### src/rtl/instr_fetch_pkg.sv
// Shared types and constants for the instruction fetch unit.
package instr_fetch_pkg;

    localparam int ILEN = 32;
    localparam logic [ILEN-1:0] NOP = 32'h0000_0013;

    typedef enum logic [1:0] {
        ST_RESET = 2'd0,
        ST_RUN   = 2'd1,
        ST_FLUSH = 2'd2
    } fetch_state_e;

    typedef struct packed {
        logic [ILEN-1:0] instr;
        logic [31:0]     addr;
    } fetch_entry_t;

    function automatic logic [31:0] align_word(input logic [31:0] a);
        return {a[31:2], 2'b00};
    endfunction

endpackage

### src/rtl/instr_fetch_fifo.sv
// Instruction buffer: DEPTH-entry circular FIFO of {instr, addr} with a one-cycle flush.
module instr_fetch_fifo
    import instr_fetch_pkg::*;
#(
    parameter int DEPTH = 2
) (
    input  logic                         clk_i,
    input  logic                         rst_n_i,
    input  logic                         push_i,
    input  logic [63:0]                  push_data_i,
    input  logic                         pop_i,
    input  logic                         flush_i,
    output logic [63:0]                  head_o,
    output logic [$clog2(DEPTH+1)-1:0]   count_o,
    output logic                         empty_o
);

    localparam int PTR_W = (DEPTH > 1) ? $clog2(DEPTH) : 1;
    localparam int CNT_W = $clog2(DEPTH + 1);

    logic [63:0]      mem_q [DEPTH];
    logic [PTR_W-1:0] wr_ptr_q, wr_ptr_d;
    logic [PTR_W-1:0] rd_ptr_q, rd_ptr_d;
    logic [CNT_W-1:0] count_q, count_d;

    // Pointers wrap explicitly so non-power-of-two depths stay in range.
    function automatic logic [PTR_W-1:0] ptr_inc(input logic [PTR_W-1:0] p);
        return (p == PTR_W'(DEPTH - 1)) ? '0 : p + 1'b1;
    endfunction

    always_comb begin
        wr_ptr_d = wr_ptr_q;
        rd_ptr_d = rd_ptr_q;
        count_d  = count_q;
        if (flush_i) begin
            wr_ptr_d = '0;
            rd_ptr_d = '0;
            count_d  = '0;
        end else begin
            if (push_i) wr_ptr_d = ptr_inc(wr_ptr_q);
            if (pop_i)  rd_ptr_d = ptr_inc(rd_ptr_q);
            case ({push_i, pop_i})
                2'b10:   count_d = count_q + 1'b1;
                2'b01:   count_d = count_q - 1'b1;
                default: count_d = count_q;
            endcase
        end
    end

    always_ff @(posedge clk_i or negedge rst_n_i) begin
        if (!rst_n_i) begin
            for (int i = 0; i < DEPTH; i++) mem_q[i] <= '0;
            wr_ptr_q <= '0;
            rd_ptr_q <= '0;
            count_q  <= '0;
        end else begin
            if (push_i && !flush_i) mem_q[wr_ptr_q] <= push_data_i;
            wr_ptr_q <= wr_ptr_d;
            rd_ptr_q <= rd_ptr_d;
            count_q  <= count_d;
        end
    end

    assign head_o  = mem_q[rd_ptr_q];
    assign count_o = count_q;
    assign empty_o = (count_q == '0);

endmodule

### src/rtl/instr_fetch.sv
// Instruction fetch unit: issues sequential word reads, buffers responses, drops stale data after redirect.
// Optional performance counters are built when INSTR_FETCH_PERF_EN is defined.
module instr_fetch
    import instr_fetch_pkg::*;
#(
    parameter int          DEPTH    = 2,
    parameter logic [31:0] RESET_PC = 32'h0000_0000
) (
    input  logic        clk,
    input  logic        reset,
    output logic [31:0] instr,
    output logic [31:0] instr_addr,
    output logic        instr_valid,
    input  logic        instr_ready,
    input  logic        redirect,
    input  logic [31:0] redirect_pc,
    output logic        mem_req,
    output logic [31:0] mem_addr,
    input  logic        mem_gnt,
    input  logic        mem_rvalid,
    input  logic [31:0] mem_rdata,
`ifdef INSTR_FETCH_PERF_EN
    output logic [31:0] perf_fetched,
    output logic [31:0] perf_stall,
`endif
    output logic [1:0]  dbg_state
);

    localparam int CNT_W = $clog2(DEPTH + 1);
    localparam logic [1:0] S_RESET = ST_RESET;
    localparam logic [1:0] S_RUN   = ST_RUN;
    localparam logic [1:0] S_FLUSH = ST_FLUSH;

    logic [31:0]      fa_q, fa_d;
    logic [31:0]      rsp_addr_q, rsp_addr_d;
    logic [CNT_W-1:0] out_q, out_d;
    logic [CNT_W-1:0] disc_q, disc_d;
    logic [1:0]       state_q, state_d;

    logic [CNT_W-1:0] fifo_count;
    logic             fifo_empty;
    logic [63:0]      fifo_head;
    logic             req_fire, rsp_fire, push, pop;

    // Handshakes: a memory request transfers on mem_req && mem_gnt, an instruction
    // on instr_valid && instr_ready; each side holds its payload stable until then.
    assign req_fire = mem_req && mem_gnt;
    assign rsp_fire = mem_rvalid && (out_q != '0);
    assign push     = rsp_fire && (disc_q == '0) && !redirect;
    assign pop      = instr_valid && instr_ready && !redirect;

    assign mem_req  = reset && !redirect &&
                      (({1'b0, fifo_count} + {1'b0, out_q}) < (CNT_W + 1)'(DEPTH));
    assign mem_addr = fa_q;

    assign instr_valid = !fifo_empty;
    assign instr       = instr_valid ? fifo_head[63:32] : '0;
    assign instr_addr  = instr_valid ? fifo_head[31:0]  : '0;
    assign dbg_state   = state_q;

    always_comb begin
        fa_d       = fa_q;
        rsp_addr_d = rsp_addr_q;
        disc_d     = disc_q;
        out_d      = out_q + CNT_W'(req_fire) - CNT_W'(rsp_fire);
        if (req_fire) fa_d = fa_q + 32'd4;
        if (push)     rsp_addr_d = rsp_addr_q + 32'd4;
        if (rsp_fire && disc_q != '0) disc_d = disc_q - 1'b1;
        // Everything still in flight after a redirect belongs to the old stream.
        if (redirect) begin
            fa_d       = align_word(redirect_pc);
            rsp_addr_d = align_word(redirect_pc);
            disc_d     = out_d;
        end
    end

    always_comb begin
        state_d = state_q;
        case (state_q)
            S_RESET: state_d = (disc_d != '0) ? S_FLUSH : S_RUN;
            S_RUN:   if (disc_d != '0) state_d = S_FLUSH;
            S_FLUSH: if (disc_d == '0) state_d = S_RUN;
            default: state_d = S_RUN;
        endcase
    end

    always_ff @(posedge clk or negedge reset) begin
        if (!reset) begin
            fa_q       <= RESET_PC;
            rsp_addr_q <= RESET_PC;
            out_q      <= '0;
            disc_q     <= '0;
            state_q    <= S_RESET;
        end else begin
            fa_q       <= fa_d;
            rsp_addr_q <= rsp_addr_d;
            out_q      <= out_d;
            disc_q     <= disc_d;
            state_q    <= state_d;
        end
    end

    instr_fetch_fifo #(.DEPTH(DEPTH)) u_fifo (
        .clk_i       (clk),
        .rst_n_i     (reset),
        .push_i      (push),
        .push_data_i ({mem_rdata, rsp_addr_q}),
        .pop_i       (pop),
        .flush_i     (redirect),
        .head_o      (fifo_head),
        .count_o     (fifo_count),
        .empty_o     (fifo_empty)
    );

`ifdef INSTR_FETCH_PERF_EN
    logic [31:0] perf_fetched_q, perf_stall_q;

    always_ff @(posedge clk or negedge reset) begin
        if (!reset) begin
            perf_fetched_q <= '0;
            perf_stall_q   <= '0;
        end else begin
            if (pop) perf_fetched_q <= perf_fetched_q + 32'd1;
            if (state_q != S_RESET && !instr_valid) perf_stall_q <= perf_stall_q + 32'd1;
        end
    end

    assign perf_fetched = perf_fetched_q;
    assign perf_stall   = perf_stall_q;
`endif

endmodule

### config.mk
export PLATFORM = sky130hd
export DESIGN_NAME = instr_fetch
export DESIGN_NICKNAME = d
export VERILOG_FILES = /design/src/rtl/instr_fetch_pkg.sv /design/src/rtl/instr_fetch_fifo.sv /design/src/rtl/instr_fetch.sv
export SDC_FILE = /design/constraint.sdc
export NUM_CORES = 1
export LEC_CHECK = 0
export BUFFER_PORTS_ARGS = -buffer_cell sky130_fd_sc_hd__buf_2
export CAP_MARGIN = 30
export CORE_MARGIN = 2
export CORE_UTILIZATION = 41
export DETAILED_ROUTE_END_ITERATION = 12
export GPL_TIMING_DRIVEN = 0
export SYNTH_ARGS = -nofsm -noshare
export SYNTH_HDL_FRONTEND = slang
export SYNTH_SLANG_ARGS = --single-unit
### constraint.sdc
create_clock -name clk -period 3.1 [get_ports clk]
set_input_delay 0.465 -clock clk [delete_from_list [all_inputs] [get_ports clk]]
set_output_delay 0.465 -clock clk [all_outputs]
set_load 0.01 [all_outputs]
# Word level (Yosys, flattened, before mapping)
# Index checks and enable logic that the tools add are counted.
[word_totals] ff_bits=202 input_bits=70 output_inout_bits=100 wordCells=83
[op_classes] addsub=10 order_cmp=4 n_eq_ne=6 n_mux=26 bitwise=2 reduce_logical=25
[op_table] op="64-bit 2-to-1 mux" count=4
[op_table] op="32-bit 2-to-1 mux" count=6
[op_table] op="128-bit bitwise mux" count=1
[op_table] op="32-bit by 3-bit adder with 32-bit output (second input constant)" count=2
[op_table] op="64-bit demux with 1-bit select" count=1
[op_table] op="2-bit 2-to-1 mux" count=6
[op_table] op="2-bit nonzero test" count=6
[op_table] op="1-bit logical AND" count=11
[op_table] op="2-bit logical NOT" count=4
[op_table] op="1-bit 2-to-1 mux" count=6
[op_table] op="2-bit one-hot mux with 3 select lines" count=1
[op_table] op="2-bit by 1-bit equality test with 1-bit output (second input constant)" count=2
[op_table] op="2-bit equality test (second input constant)" count=2
[op_table] op="2-bit greater-or-equal comparator (second input constant)" count=2
[op_table] op="2-bit inequality test (second input constant)" count=2
[op_table] op="1-bit inverter with 2-bit output" count=2
[op_table] op="2-bit one-hot mux with 2 select lines" count=1
[op_table] op="2-bit by 1-bit subtractor with 2-bit output (second input constant)" count=2
[op_table] op="2-bit by 2-bit adder with 3-bit output" count=1
[op_table] op="3-bit by 2-bit < comparator with 1-bit output (second input constant)" count=1
[op_table] op="3-bit nonzero test" count=1
[op_table] op="1-bit adder (second input constant)" count=2
[op_table] op="2-bit by 1-bit adder with 2-bit output" count=1
[op_table] op="2-bit by 1-bit adder with 2-bit output (second input constant)" count=1
[op_table] op="other kinds (4)" count=5

# Depth between registers and ports, before layout
[depth] word_depth=10 mapped_depth=14 ltp_nobuf=12

# Modules after synthesis
# A second synthesis with hierarchy kept.
[unflattened] cells_unflattened=810 area_unflattened_um2=10208.5
[modules_own_cells] mod="instr_fetch_fifo" n_inst=1 cells_per_inst=361 area_per_inst_um2=6039.5 seq_area_each_um2=3303.2
[modules_own_cells] mod="instr_fetch" n_inst=1 cells_per_inst=449 area_per_inst_um2=4169.0 seq_area_each_um2=1651.6

# Worst setup path after synthesis
# No wires, ideal clock.
[synth_timing] path_kind="reg-to-reg" from="register out_q[0]" to="register state_q[1] (netlist: dbg_state[1])" setup_ns=0.119 arrival_ns=2.965 t_required_ns=2.981 slack_ns=0.016 path_stages_with_launch=15 path_buffers=2 period_less_slack_ns=3.084 cell_sequence="dfrtp_1 > and2_1 > fa_1 > nor4b_2 > and2_1 > buf_2 > inv_2 > buf_2 > ha_1 > inv_1 > ha_1 > xnor2_1 > xnor2_1 > a211o_1 > o21a_1"
[synth_between] elab_chain_len=10 word_cells_on_any_way=18 classes_between="3 x add/sub; 1 x order compare; 2 x eq/ne; 4 x mux; 8 x reduce/logical"
[synth_lines] item="start: declaration" line="instr_fetch.sv:36" source="logic [CNT_W-1:0] out_q, out_d;"
[synth_lines] item="start signal: assignment" line="instr_fetch.sv:97" source="out_q <= out_d;"
[synth_lines] item="2-bit by 2-bit adder with 3-bit output" line="instr_fetch.sv:53" source="(({1'b0, fifo_count} + {1'b0, out_q}) < (CNT_W + 1)'(DEPTH));"
[synth_lines] item="3-bit by 2-bit < comparator with 1-bit output" line="instr_fetch.sv:53"
[synth_lines] item="1-bit logical AND" line="instr_fetch.sv:52" source="assign mem_req = reset && !redirect &&"
[synth_lines] item="1-bit logical AND" line="instr_fetch.sv:47" source="assign req_fire = mem_req && mem_gnt;"
[synth_lines] item="2-bit by 1-bit adder with 2-bit output" line="instr_fetch.sv:65" source="out_d = out_q + CNT_W'(req_fire) - CNT_W'(rsp_fire);"
[synth_lines] item="2-bit by 1-bit subtractor with 2-bit output (*)" line="instr_fetch.sv:65"
[synth_lines] item="net out_d[1]" line="instr_fetch.sv:36"
[synth_lines] item="2-bit 2-to-1 mux (*)" line="instr_fetch.sv:70" source="if (redirect) begin"
[synth_lines] item="net disc_d[1]" line="instr_fetch.sv:37" source="logic [CNT_W-1:0] disc_q, disc_d;"
[synth_lines] item="2-bit nonzero test or 2-bit logical NOT (tied branches)" line="instr_fetch.sv:80, instr_fetch.sv:81, instr_fetch.sv:82"
[synth_lines] item="2-bit 2-to-1 mux or 2-bit inequality test (tied branches)"
[synth_lines] item="2-bit one-hot mux with 3 select lines or 2-bit AND reduction (tied branches)"
[synth_lines] item="end signal: assignment" line="instr_fetch.sv:99" source="state_q <= state_d;"
[synth_lines] item="end: declaration" line="instr_fetch.sv:38" source="logic [1:0] state_q, state_d;"
# Mark *: on every way through the listed nets, which the timed path passes. The rest lies on a longest branch.
# A chain may end at the register's enable or synchronous reset.

# Final worst setup path
# Ends and elaborated chain as after synthesis.

==> results by group <==
Outcome
  • Status: complete, but fails checks
  • Failing checks: setup timing

Die
  • # rows: 56
  • Chip Width: around 160 um
  • Initial core utilization: about two fifths
  • Die Area: approximately 25000 um2
  • Chip height: around 160 um
  • CORE AREA: 23300 um2
  • Ports: 170

Worst setup path
  • Top cell by count, worst path: ha_4
  • Crit-path cells: and2_4, fa_1, nor4b_4, and2_1, buf_6, clkinv_8, ha_4, inv_2, ha_4, xnor2_4, xnor2_2, a211o_1, o21a_1
  • CP arrival: 3460 ps
  • Crit Path Max Fanout: 5
  • Critical path class: flip-flop to flip-flop
  • CP peak stage delay: about 480 ps
  • R2r worst-path depth: 13
  • CP endpoint kind: flip-flop
  • WP data required: ~3400 ps
  • R2R Path Start: out_q[0]
  • Crit path launch type: flip-flop
  • CP Launch Point: out_q[0]
  • Slowest CP cell: fa_1

Place
  • Total placed cells including tap cells: 1351
  • Port Buffers: 161
  • Dpl ws: -480 ps
  • GP Congestion: a little over 0.9
  • Hpwl dp: approximately 18000 um
  • Placed cell areas: approximately 11000 um2

STA
  • Slew headroom: between 40% and 50%
  • Fin Hold WS: approximately 84 ps
  • Final Max Slew Viols: 0
  • Final Hold Vio Count: 0
  • Tightest Pin Transition: 791 ps
  • Final worst setup slack: -19.3 ps
  • Final period utilization: 101%
  • RSZ-0062 raised after global routing: true
  • Final setup violating endpoints: 1
  • Period minus WS final: a little over 3000 ps
  • Clock Skew: ~14 ps
  • Setup TNS: -19.3 ps
  • FMAX: approximately 320 MHz

Logic synthesis
  • Commonest cells in the netlist: 194 x dfrtp_1, 132 x mux2_2, 100 x nor2_1
  • Yosys reg bits: between 150 and 200
  • Syn Std Cell Area: just under 10000 um2
  • Compound-cell area share of the yosys netlist: ~7.6%
  • Yosys warns: 0
  • Synth cell types: 55
  • Most common cell in the netlist: dfrtp_1
  • Largest family of logic cells by synthesized area: multiplexers
  • Syn_area_per_cell: approximately 11 um2
  • Mapped Cells: roughly 870
  • Top-area cell type share of the netlist area: about half
  • Post-synthesis adder-cell area fraction: less than 1%
  • Synth Area in Simple Gates: between 10% and 20%
  • Area contributors post-synth: dfrtp_1 50%, mux2_2 15%, mux2i_1 6.6%
  • Xor/xnor share of the synthesized area: ~1.6%
  • Top FF cell, synth: dfrtp_1
  • Post-synthesis mux area share: a little over a fifth
  • Async SR Flop Fraction: 100%
  • Register area share after synthesis: about 50%
  • Cell taking the most area after synthesis: dfrtp_1
  • Number of synthesized flops with an enable pin: 0

Finish
  • FILL cells: 2215
  • Antenna cell count: 0
  • Layout area overhead: 20.6%
  • Fin cells: around 1400
  • Layout Utilization: between 50% and 60%
  • Fraction of layout cells with a size suffix above 1: about a third
  • Nets: around 1100
  • Final instance area: around 12000 um2

CTS
  • Num CTS Buffers: 17
  • H-tree levels: 4
  • CTS Buffer Depth: 2
  • CTS clk-pin slew, worst paths: about 80 ps
  • TritonCTS clock tree: yes
  • Skew-Pair Late Insertion Delay: between 400 and 500 ps
  • Clock Tree Root: clkbuf_16
  • Post-CTS Hold Buffers: 0
  • Clock Sinks: ~190

Power
  • Clk pwr share: about a quarter
  • Maximum VDD drop: 0.000329 V
  • Comb pwr share: 29.5%
  • Sw frac: 32.0%
  • Leak pwr: between 5 and 6 nW
  • Pwr Total: about 8.6 mW
  • Internal power: roughly 5.8 mW
  • Sequential power share: approximately 44%
  • Power Dens Cells: approximately 730 nW/um2
  • P_sw: ~2.7 mW

Routing
  • Remaining antenna violation count: 0
  • DR vias: roughly 7500
  • 1st-iter DRT viols: approximately 440
  • Post-route DRC violation count: 0
  • DRT Wirelength: between 20000 and 30000 um
  • Via-per-instance ratio: 5.43
  • Detailed-route wire length per cell: 18.2 um
  • First-pass iteration count of the detailed router: 4

GRT
  • Largest net degree at the start of global routing: 100
  • GR Overflow Total: 0
  • Antenna violations before repair: 0
  • First-pass GRT wire length: just under 40000 um
  • GRT Overall Usage: 20.7%
  • Vias in the first global route: about 7200

Worst hold path
  • Class of the worst hold path: primary input to async pin

Run
  • Max cap viols: 0
[logic make-up (layout without fill, tap and decap cells)]
group,after synthesis,in the layout
fa+ha+maj,6,6
simple gates,270,270
other cells,1,4
compound gates,105,105
flops,194,194
buf+inv,75,276
mux,196,196
xor+xnor,18,18
[flip-flops by register name, indices dropped and copies added (netlist names)]
| name | cells |
|---|---|
| rsp_addr_q | 30 |
| disc_q | 2 |
| out_q | 2 |
| u_fifo.wr_ptr_q | 1 |
| u_fifo.count_o | 2 |
| u_fifo.mem_q | 124 |
| dbg_state | 2 |
| mem_addr | 30 |
| u_fifo.rd_ptr_q | 1 |
[cell usage in the layout, fill, tap and decap left out, types with 4 or more instances in the layout]
master / netlist / layout
a211oi_1: 4 / 4
a21oi_1: 7 / 7
a22oi_1: 4 / 4
a311oi_1: 5 / 5
a31oi_1: 27 / 27
and2_1: 7 / 6
and3_1: 12 / 12
and4_1: 9 / 9
buf_1: 9 / 7
buf_2: 15 / 173
buf_4: 5 / 13
clkbuf_1: 31 / 32
clkbuf_16: 0 / 17
conb_1: 1 / 4
dfrtp_1: 194 / 191
inv_1: 13 / 12
inv_6: 0 / 5
mux2_2: 132 / 132
mux2i_1: 64 / 64
nand2_1: 38 / 38
nand3_1: 23 / 23
nand4_1: 20 / 20
nor2_1: 100 / 100
nor3_1: 8 / 8
nor4_1: 4 / 4
o211ai_1: 5 / 5
o21ai_0: 17 / 16
o31ai_1: 16 / 16
or3_1: 13 / 13
or4_1: 26 / 26
xnor2_1: 15 / 13
[power groups by stage]
stage                     Sequential [mW]  Combinational [mW]  Clock, mW
after floorplan                      3.70                1.70          0
after global placement               3.79                2.35          0
after detailed placement             3.82                2.41          0
after CTS                            3.76                2.46       2.31
after global routing                 3.88                2.79       2.41
final                                3.77                2.53       2.26
[timing repair]
item,in CTS,in global routing
endpoints found under the setup margin,3,4
pin swaps,3,7
setup buffers,4,2
resized for setup,6,15
[layout make-up]
| cell class | count | area, um2 | area share [%] |
|---|---|---|---|
| clock buffer | 18 | 429 | 3.68 |
| tap | 319 | 399 | 3.42 |
| timing repair buffer | 170 | 903 | 7.74 |
| clock inverter | 14 | 168 | 1.44 |
| sequential | 194 | 4860 | 41.6 |
| inverter | 14 | 65.1 | 0.558 |
| multi-input combinational | 599 | 4570 | 39.2 |
| buffer | 60 | 272 | 2.33 |
[per-layer routing]
layer / part of all wire [%] / vias up / track usage (%)
li1: - / 3542 / -
met1: 48 / 3687 / 30.1
met2: 44 / 264 / 31.5
met3: 5.9 / 38 / 3.50
met4: 2.1 / 0 / 7.06
met5: 0 / - / 0
[worst paths after layout]
check                      slack [ps]                to
setup / recovery                  -20      dbg_state[1]
hold / removal                     80       mem_addr[6]
setup reg to reg                  -20      dbg_state[1]
hold reg to reg                   500  u_fifo.mem_q[91]
max in group asynchronous        2070  u_fifo.mem_q[89]
min in group clk                  270  u_fifo.mem_q[47]
[critical path, delay by kind of cell (launching register included)]
| kind | cells | cell delay (ps) |
|---|---|---|
| compound gates | 2 | 520 |
| xor+xnor | 2 | 290 |
| fa+ha+maj | 3 | 910 |
| buf+inv | 3 | 230 |
| flops | 1 | 430 |
| simple gates | 3 | 650 |
Note: power is estimated with default switching activity, not from simulation.
